$ cat src/rtl/palette_ram_arbiter_pkg.sv
// Shared types for the palette RAM arbiter: FSM state encoding, default
// widths and the layout of one buffered CPU write.
package palette_arb_pkg;

  localparam int AW_DEF          = 13;
  localparam int DW_DEF          = 16;
  localparam int WFIFO_DEPTH_DEF = 4;

  typedef enum logic [1:0] {
    IDLE     = 2'd0,
    RD_PEND  = 2'd1,
    RD_DATA  = 2'd2,
    ACK_WAIT = 2'd3
  } arb_state_e;

  typedef struct packed {
    logic [AW_DEF-1:0] addr;
    logic [1:0]        be;
    logic [DW_DEF-1:0] data;
  } wfifo_entry_t;

endpackage

$ cat src/rtl/palette_ram_arbiter_if.sv
// Bundle of the video, CPU and RAM-side signals of the palette arbiter.
interface palette_ram_arbiter_if #(
  parameter int AW = 13,
  parameter int DW = 16
);

  // CPU handshake: cpu_req is a level held (with cpu_we/addr/be/din stable)
  // until cpu_ack has been seen high; cpu_ack is a single-cycle pulse and
  // cpu_dout is only meaningful while cpu_ack=1. A new request may start
  // once cpu_req has been low for at least one rising edge.
  logic          ce_pixel;
  logic [AW-1:0] vid_addr;
  logic [DW-1:0] vid_data;

  logic          cpu_req;
  logic          cpu_we;
  logic [AW-1:0] cpu_addr;
  logic [1:0]    cpu_be;
  logic [DW-1:0] cpu_din;
  logic [DW-1:0] cpu_dout;
  logic          cpu_ack;

  logic [AW-1:0] ram_addr;
  logic [DW-1:0] ram_wdata;
  logic [DW-1:0] ram_rdata;
  logic          ram_we_l;
  logic          ram_we_h;

  logic          wfifo_full;

  modport slave (
    input  ce_pixel, vid_addr,
    input  cpu_req, cpu_we, cpu_addr, cpu_be, cpu_din,
    input  ram_rdata,
    output vid_data, cpu_dout, cpu_ack,
    output ram_addr, ram_wdata, ram_we_l, ram_we_h,
    output wfifo_full
  );

  modport master (
    output ce_pixel, vid_addr,
    output cpu_req, cpu_we, cpu_addr, cpu_be, cpu_din,
    output ram_rdata,
    input  vid_data, cpu_dout, cpu_ack,
    input  ram_addr, ram_wdata, ram_we_l, ram_we_h,
    input  wfifo_full
  );

endinterface

$ cat src/rtl/palette_ram_arbiter_wr_fifo.sv
// CPU write buffer: power-of-two circular FIFO with a show-ahead head entry.
module palette_wr_fifo
  import palette_arb_pkg::*;
#(
  parameter int  DEPTH   = WFIFO_DEPTH_DEF,
  parameter type entry_t = wfifo_entry_t
) (
  input  logic                   clk,
  input  logic                   rst,
  input  logic                   push_i,
  input  entry_t                 din_i,
  input  logic                   pop_i,
  output entry_t                 dout_o,
  output logic                   empty_o,
  output logic                   full_o,
  output logic [$clog2(DEPTH):0] count_o
);

  localparam int PW = $clog2(DEPTH);

  entry_t        mem_q [DEPTH];
  logic [PW-1:0] wr_ptr_q, wr_ptr_d;
  logic [PW-1:0] rd_ptr_q, rd_ptr_d;
  logic [PW:0]   count_q, count_d;
  logic          do_push;
  logic          do_pop;

  // Guards make an overflowing push or an underflowing pop a no-op.
  assign do_push = push_i && !full_o;
  assign do_pop  = pop_i && !empty_o;

  assign empty_o = (count_q == '0);
  assign full_o  = (count_q == (PW+1)'(DEPTH));
  assign count_o = count_q;
  assign dout_o  = mem_q[rd_ptr_q];

  always_comb begin
    wr_ptr_d = wr_ptr_q;
    rd_ptr_d = rd_ptr_q;
    count_d  = count_q;
    if (do_push) wr_ptr_d = wr_ptr_q + PW'(1);
    if (do_pop)  rd_ptr_d = rd_ptr_q + PW'(1);
    case ({do_push, do_pop})
      2'b10:   count_d = count_q + (PW+1)'(1);
      2'b01:   count_d = count_q - (PW+1)'(1);
      default: count_d = count_q;
    endcase
  end

  always_ff @(posedge clk or posedge rst) begin
    if (rst) begin
      wr_ptr_q <= '0;
      rd_ptr_q <= '0;
      count_q  <= '0;
    end else begin
      wr_ptr_q <= wr_ptr_d;
      rd_ptr_q <= rd_ptr_d;
      count_q  <= count_d;
    end
  end

  always_ff @(posedge clk) begin
    if (do_push) mem_q[wr_ptr_q] <= din_i;
  end

endmodule

$ cat src/rtl/palette_ram_arbiter.sv
// Shares one palette RAM between the pixel pipeline (ce_pixel slots) and a
// CPU port with a buffered write path and read-after-write ordered reads.
module palette_ram_arbiter
  import palette_arb_pkg::*;
#(
  parameter int AW          = AW_DEF,
  parameter int DW          = DW_DEF,
  parameter int WFIFO_DEPTH = WFIFO_DEPTH_DEF
) (
  input  logic                         clk,
  input  logic                         reset,
  palette_ram_arbiter_if.slave         bus,
  output arb_state_e                   state_dbg_o,
  output logic [$clog2(WFIFO_DEPTH):0] wfifo_count_dbg_o
);

  typedef struct packed {
    logic [AW-1:0] addr;
    logic [1:0]    be;
    logic [DW-1:0] data;
  } entry_t;

  arb_state_e    state_q, state_d;
  logic          ack_q, ack_d;
  logic [DW-1:0] cpu_dout_q, cpu_dout_d;
  logic [DW-1:0] vid_data_q, vid_data_d;
  logic          vid_pend_q, vid_pend_d;

  entry_t        push_entry;
  entry_t        fifo_head;
  logic          fifo_push;
  logic          fifo_pop;
  logic          fifo_empty;
  logic          fifo_full;
  logic          rd_issue;

  logic [AW-1:0] ram_addr_c;
  logic [DW-1:0] ram_wdata_c;
  logic          ram_we_l_c;
  logic          ram_we_h_c;

  assign push_entry = {bus.cpu_addr, bus.cpu_be, bus.cpu_din};

  palette_wr_fifo #(
    .DEPTH   (WFIFO_DEPTH),
    .entry_t (entry_t)
  ) u_wr_fifo (
    .clk     (clk),
    .rst     (reset),
    .push_i  (fifo_push),
    .din_i   (push_entry),
    .pop_i   (fifo_pop),
    .dout_o  (fifo_head),
    .empty_o (fifo_empty),
    .full_o  (fifo_full),
    .count_o (wfifo_count_dbg_o)
  );

  // Slot mux: video owns the RAM when ce_pixel=1; otherwise buffered writes
  // drain first, so a pending read can only issue once the FIFO is empty.
  always_comb begin
    ram_addr_c  = bus.vid_addr;
    ram_wdata_c = fifo_head.data;
    ram_we_l_c  = 1'b0;
    ram_we_h_c  = 1'b0;
    fifo_pop    = 1'b0;
    rd_issue    = 1'b0;
    if (!bus.ce_pixel) begin
      if (!fifo_empty) begin
        fifo_pop   = 1'b1;
        ram_addr_c = fifo_head.addr;
        ram_we_l_c = fifo_head.be[0];
        ram_we_h_c = fifo_head.be[1];
      end else if (state_q == RD_PEND) begin
        ram_addr_c = bus.cpu_addr;
        rd_issue   = 1'b1;
      end
    end
  end

  always_comb begin
    state_d    = state_q;
    ack_d      = 1'b0;
    fifo_push  = 1'b0;
    cpu_dout_d = cpu_dout_q;
    vid_pend_d = bus.ce_pixel;
    vid_data_d = vid_pend_q ? bus.ram_rdata : vid_data_q;
    case (state_q)
      IDLE: begin
        if (bus.cpu_req) begin
          if (bus.cpu_we) begin
            // A write with no byte enables is acknowledged but never queued.
            if (!fifo_full) begin
              fifo_push = |bus.cpu_be;
              ack_d     = 1'b1;
              state_d   = ACK_WAIT;
            end
          end else begin
            state_d = RD_PEND;
          end
        end
      end
      RD_PEND: begin
        if (rd_issue) state_d = RD_DATA;
      end
      RD_DATA: begin
        cpu_dout_d = bus.ram_rdata;
        ack_d      = 1'b1;
        state_d    = ACK_WAIT;
      end
      ACK_WAIT: begin
        if (!bus.cpu_req) state_d = IDLE;
      end
      default: state_d = IDLE;
    endcase
  end

  always_ff @(posedge clk or posedge reset) begin
    if (reset) begin
      state_q    <= IDLE;
      ack_q      <= 1'b0;
      cpu_dout_q <= '0;
      vid_data_q <= '0;
      vid_pend_q <= 1'b0;
    end else begin
      state_q    <= state_d;
      ack_q      <= ack_d;
      cpu_dout_q <= cpu_dout_d;
      vid_data_q <= vid_data_d;
      vid_pend_q <= vid_pend_d;
    end
  end

  assign bus.ram_addr   = ram_addr_c;
  assign bus.ram_wdata  = ram_wdata_c;
  assign bus.ram_we_l   = ram_we_l_c;
  assign bus.ram_we_h   = ram_we_h_c;
  assign bus.cpu_ack    = ack_q;
  assign bus.cpu_dout   = cpu_dout_q;
  assign bus.vid_data   = vid_data_q;
  assign bus.wfifo_full = fifo_full;
  assign state_dbg_o    = state_q;

endmodule

$ cat src/flat_wrapper.sv
// flat-port wrapper written by rule: the top's interface ports become plain ports
module palette_ram_arbiter_flat import palette_arb_pkg::*;
#(
  parameter int AW          = AW_DEF,
  parameter int DW          = DW_DEF,
  parameter int WFIFO_DEPTH = WFIFO_DEPTH_DEF
)
  (clk, reset, state_dbg_o, wfifo_count_dbg_o, bus_ce_pixel, bus_vid_addr, bus_cpu_req, bus_cpu_we, bus_cpu_addr, bus_cpu_be, bus_cpu_din, bus_ram_rdata, bus_vid_data, bus_cpu_dout, bus_cpu_ack, bus_ram_addr, bus_ram_wdata, bus_ram_we_l, bus_ram_we_h, bus_wfifo_full);
  palette_ram_arbiter_if #(.AW(AW), .DW(DW)) bus_i ();
  input  logic clk;
  input  logic reset;
  output arb_state_e state_dbg_o;
  output logic [$clog2(WFIFO_DEPTH):0] wfifo_count_dbg_o;
  input wire logic [$bits(bus_i.ce_pixel)-1:0] bus_ce_pixel;
  input wire logic [$bits(bus_i.vid_addr)-1:0] bus_vid_addr;
  input wire logic [$bits(bus_i.cpu_req)-1:0] bus_cpu_req;
  input wire logic [$bits(bus_i.cpu_we)-1:0] bus_cpu_we;
  input wire logic [$bits(bus_i.cpu_addr)-1:0] bus_cpu_addr;
  input wire logic [$bits(bus_i.cpu_be)-1:0] bus_cpu_be;
  input wire logic [$bits(bus_i.cpu_din)-1:0] bus_cpu_din;
  input wire logic [$bits(bus_i.ram_rdata)-1:0] bus_ram_rdata;
  output wire logic [$bits(bus_i.vid_data)-1:0] bus_vid_data;
  output wire logic [$bits(bus_i.cpu_dout)-1:0] bus_cpu_dout;
  output wire logic [$bits(bus_i.cpu_ack)-1:0] bus_cpu_ack;
  output wire logic [$bits(bus_i.ram_addr)-1:0] bus_ram_addr;
  output wire logic [$bits(bus_i.ram_wdata)-1:0] bus_ram_wdata;
  output wire logic [$bits(bus_i.ram_we_l)-1:0] bus_ram_we_l;
  output wire logic [$bits(bus_i.ram_we_h)-1:0] bus_ram_we_h;
  output wire logic [$bits(bus_i.wfifo_full)-1:0] bus_wfifo_full;
  assign bus_i.ce_pixel = bus_ce_pixel;
  assign bus_i.vid_addr = bus_vid_addr;
  assign bus_i.cpu_req = bus_cpu_req;
  assign bus_i.cpu_we = bus_cpu_we;
  assign bus_i.cpu_addr = bus_cpu_addr;
  assign bus_i.cpu_be = bus_cpu_be;
  assign bus_i.cpu_din = bus_cpu_din;
  assign bus_i.ram_rdata = bus_ram_rdata;
  assign bus_vid_data = bus_i.vid_data;
  assign bus_cpu_dout = bus_i.cpu_dout;
  assign bus_cpu_ack = bus_i.cpu_ack;
  assign bus_ram_addr = bus_i.ram_addr;
  assign bus_ram_wdata = bus_i.ram_wdata;
  assign bus_ram_we_l = bus_i.ram_we_l;
  assign bus_ram_we_h = bus_i.ram_we_h;
  assign bus_wfifo_full = bus_i.wfifo_full;
  palette_ram_arbiter #(.AW(AW), .DW(DW), .WFIFO_DEPTH(WFIFO_DEPTH)) u_core (.clk(clk), .reset(reset), .bus(bus_i), .state_dbg_o(state_dbg_o), .wfifo_count_dbg_o(wfifo_count_dbg_o));
endmodule
$ cat config.mk
export PLATFORM = sky130hd
export DESIGN_NAME = palette_ram_arbiter_flat
export DESIGN_NICKNAME = d
export VERILOG_FILES = /design/src/rtl/palette_ram_arbiter_pkg.sv /design/src/rtl/palette_ram_arbiter_if.sv /design/src/rtl/palette_ram_arbiter_wr_fifo.sv /design/src/rtl/palette_ram_arbiter.sv /design/src/flat_wrapper.sv
export SDC_FILE = /design/constraint.sdc
export NUM_CORES = 1
export LEC_CHECK = 0
export CAP_MARGIN = 15
export CORE_AREA = 3 3 120 122
export CTS_CLUSTER_DIAMETER = 50
export DETAILED_ROUTE_END_ITERATION = 6
export DIE_AREA = 0 0 123 125
export GPL_TIMING_DRIVEN = 0
export PLACE_DENSITY_LB_ADDON = 0.25
export RECOVER_POWER = 25
export SLEW_MARGIN = 10
export SYNTH_ARGS = -nofsm -noshare
export SYNTH_HDL_FRONTEND = slang
export SYNTH_SLANG_ARGS = --single-unit
$ cat constraint.sdc
create_clock -name clk -period 3.66 [get_ports clk]
set_clock_uncertainty 0.05 [all_clocks]
set_input_delay 0.549 -clock clk [delete_from_list [all_inputs] [get_ports clk]]
set_output_delay 0.549 -clock clk [all_outputs]
set_load 0.05 [all_outputs]
==> results_dict.tcl <==
set metrics [dict create \
    status "finished, violations left" \
    violations "capacitance limit, slew limit" \
    path_buf_inv 4 \
    crit_path_start_kind "flop" \
    irDropWorstVdd_v 0.0004821 \
    powerDensity_mw_per_mm2 818.0 \
    ys_seq_elements 167 \
    synth_top_cell_by_area "edfxtp_1" \
    min_period_ns 3.437 \
    r2r-start "u_core.state_dbg_o[1]" \
    grt_pass1_vias 3898 \
    synth_nets 400 \
    path_cells "buf_4 -> buf_2 -> buf_2 -> mux4_2 -> clkdlybuf4s50_1" \
    grt_max_degree 36 \
    clk_pin_slew_ns 0.06 \
    htreeDepth 4 \
    hold_path.startpoint "u_core.bus.vid_data[4]" \
    routedWlPerCell_um 19.61 \
    maxSlewViolCount 36 \
    startpoint "u_core.u_wr_fifo.rd_ptr_q[1]" \
    rsz0062_at_grt "false" \
    power.leakage_nw 3.150 \
    drt-initial-drc-count 162 \
    cpPeakStageDelay_ns 0.72 \
    fin_setup_tns_ns 0 \
    clock_path_buffers 2 \
    tightest_slew_ns 1.911 \
    synthFlopType "edfxtp_1" \
    fin_util_pct 66.52 \
    end_kind "output port" \
    synthArstFlopShare_pct 25.75 \
    critical_path_class "reg2out" \
    layout_setup_ws_ns 0.2227 \
    synth.area.top_cells "edfxtp_1, dfrtp_1, mux4_2, mux2_2, o22a_1" \
    die_w_um 123 \
    syn2layout_area_growth_pct 33.56 \
    synth.top_cell.area_share_pct 56.24 \
    grt_pass1_wl_mm 21.09 \
    drive_above_1_share_pct 23.03 \
    yosysWarnings 0 \
    drv_cap 1 \
    slew_headroom_pct -27.38 \
    crit_slowest_cell "clkdlybuf4s50_1" \
    drc_errors 0 \
    cp_common_cell "buf_2" \
    path_delay_family "buffers and inverters" \
    pin_count 135 \
    p_total_mw 7.234 \
    track_usage_pct 18.43 \
    synthTopCellsByCount "edfxtp_1, dfrtp_1, mux2_2" \
    finalSetupViolCount 0 \
    yosysMostFrequentCell "edfxtp_1" \
    clock_tree.root_cell "clkbuf_16" \
    placedCellCount 639 \
    clkSinkCount 167 \
    netlist_area_mm2 0.006621 \
    synth_edf_count 124 \
    cts_hold_buf 0 \
    die_area_mm2 0.01538 \
    vias 3570 \
    cts_tree "yes" \
    dieHeight_um 125 \
    port_buffers 134 \
    cp_max_fo 10 \
    row_count 42 \
    gp_congestion 0.7021 \
    grt_remaining_overflow 0 \
    dp_hpwl_mm 8.742 \
    synthCells 324 \
    detail_route.vias_per_cell 5.320 \
    cts_setup_buffers 0 \
    routed_wl_mm 13.16 \
    drtAntennaViolNets 0 \
    post_cts_resize_count 0 \
    cts_made_buffers 17 \
    place_ws_ns 0.2768 \
    core_area_mm2 0.01330 \
    nNetsFinal 558 \
    worstHoldPathType "reg2reg" \
    timing.fmax_mhz 290.9 \
    layout.cells.non_filler 671 \
    drt-pass1-iter-count 4 \
    synth.avg_cell_area_um2 20.44 \
    antenna_found_initial 0 \
    worstPathRequired_ns 3.06 \
    insertion_delay_ns 0.42 \
    regToRegSetupSlack_ns 1.24 \
    start_util_pct 49.80 \
    ys_types 30 \
    seq_area_frac_synth_pct 72.49 \
    cp.arrival_ns 2.84 \
    fin_crit_sh_pct 93.92 \
    n_antenna_cell 0 \
    hold_viol_final 0 \
]
==> power breakdown <==
group,leakage [nW],switching (mW),internal [mW]
sequential,1.62,0.140,2.27
clock,0.278,0.745,0.955
combinational,1.25,1.84,1.29
==> flip-flops by register name, indices dropped and copies added, names as in the netlist <==
| register | count |
|---|---|
| u_core.bus.cpu_dout | 16 |
| u_core.bus.cpu_ack | 1 |
| u_core.state_dbg_o | 2 |
| u_core.bus.vid_data | 16 |
| u_core.vid_pend_q | 1 |
| u_core.u_wr_fifo.mem_q | 124 |
| u_core.u_wr_fifo.wr_ptr_q | 2 |
| u_core.u_wr_fifo.rd_ptr_q | 2 |
| u_core.u_wr_fifo.count_o | 3 |
==> cell families (layout without fill, tap and decap cells) <==
family                     Yosys count  in the layout  synth area share [%]
AOI/OAI and AO/OA                   30             30                 3.930
xor gates and xnor gates             6              6                0.7938
adders and majority gates           11             11                 2.192
buffers and inverters               25            196                 2.060
DFF                                167            167                 72.49
muxes                               68             68                 16.93
and+or+nand+nor                     17             17                 1.606
==> routing by layer <==
layer  GRT usage (%)  share of wire, %  vias up
met2           29.43                51      121
met5               0                 0        -
met1           23.54                41     1815
met3           6.685               7.5       10
met4           6.254              0.88        0
li1                -                 -     1624
==> cells in the final DEF (no fill, tap or decap), drive strengths merged, types with 2 or more instances in the layout <==
cell	instances
and2	6
buf	15
clkbuf	23
clkdlybuf4s50	116
clkinv	6
dfrtp	43
dlygate4sd3	18
edfxtp	124
ha	10
inv	16
mux2	33
mux2i	4
mux4	31
nand2	2
nor2	4
o22a	26
xnor2	3
xor2	3
==> metrics by stage <==
| stage | hold WS, ns | area, µm² |
|---|---|---|
| finish | 0.4567 | 8843 |
| detailed placement | 0.4454 | 8288 |
| CTS | 0.3005 | 8859 |
| global route | 0.4711 | 8843 |
| global placement | 0.4394 | 8183 |
| floorplan | 0.4840 | 6621 |
==> final timing paths <==
path	end	depth (start not counted)
max reg2reg	u_core.u_wr_fifo.count_o[2]	12
min	u_core.bus.vid_data[4]	1
max	bus_ram_wdata[10]	5
max in group asynchronous	u_core.u_wr_fifo.wr_ptr_q[0]	3
min in group asynchronous	u_core.bus.cpu_dout[2]	2
min reg2reg	u_core.bus.vid_data[4]	1
==> layout make-up <==
| class | instances | area (µm²) |
|---|---|---|
| multi-input combinational | 132 | 1690 |
| timing repair buffer | 139 | 1425 |
| clock inverter | 14 | 141.4 |
| buffer | 15 | 100.1 |
| inverter | 10 | 37.54 |
| tap | 176 | 220.2 |
| fill | 905 | 4452 |
| clock buffer | 18 | 429.2 |
| sequential | 167 | 4800 |
Power figures use the tool's default switching activity.
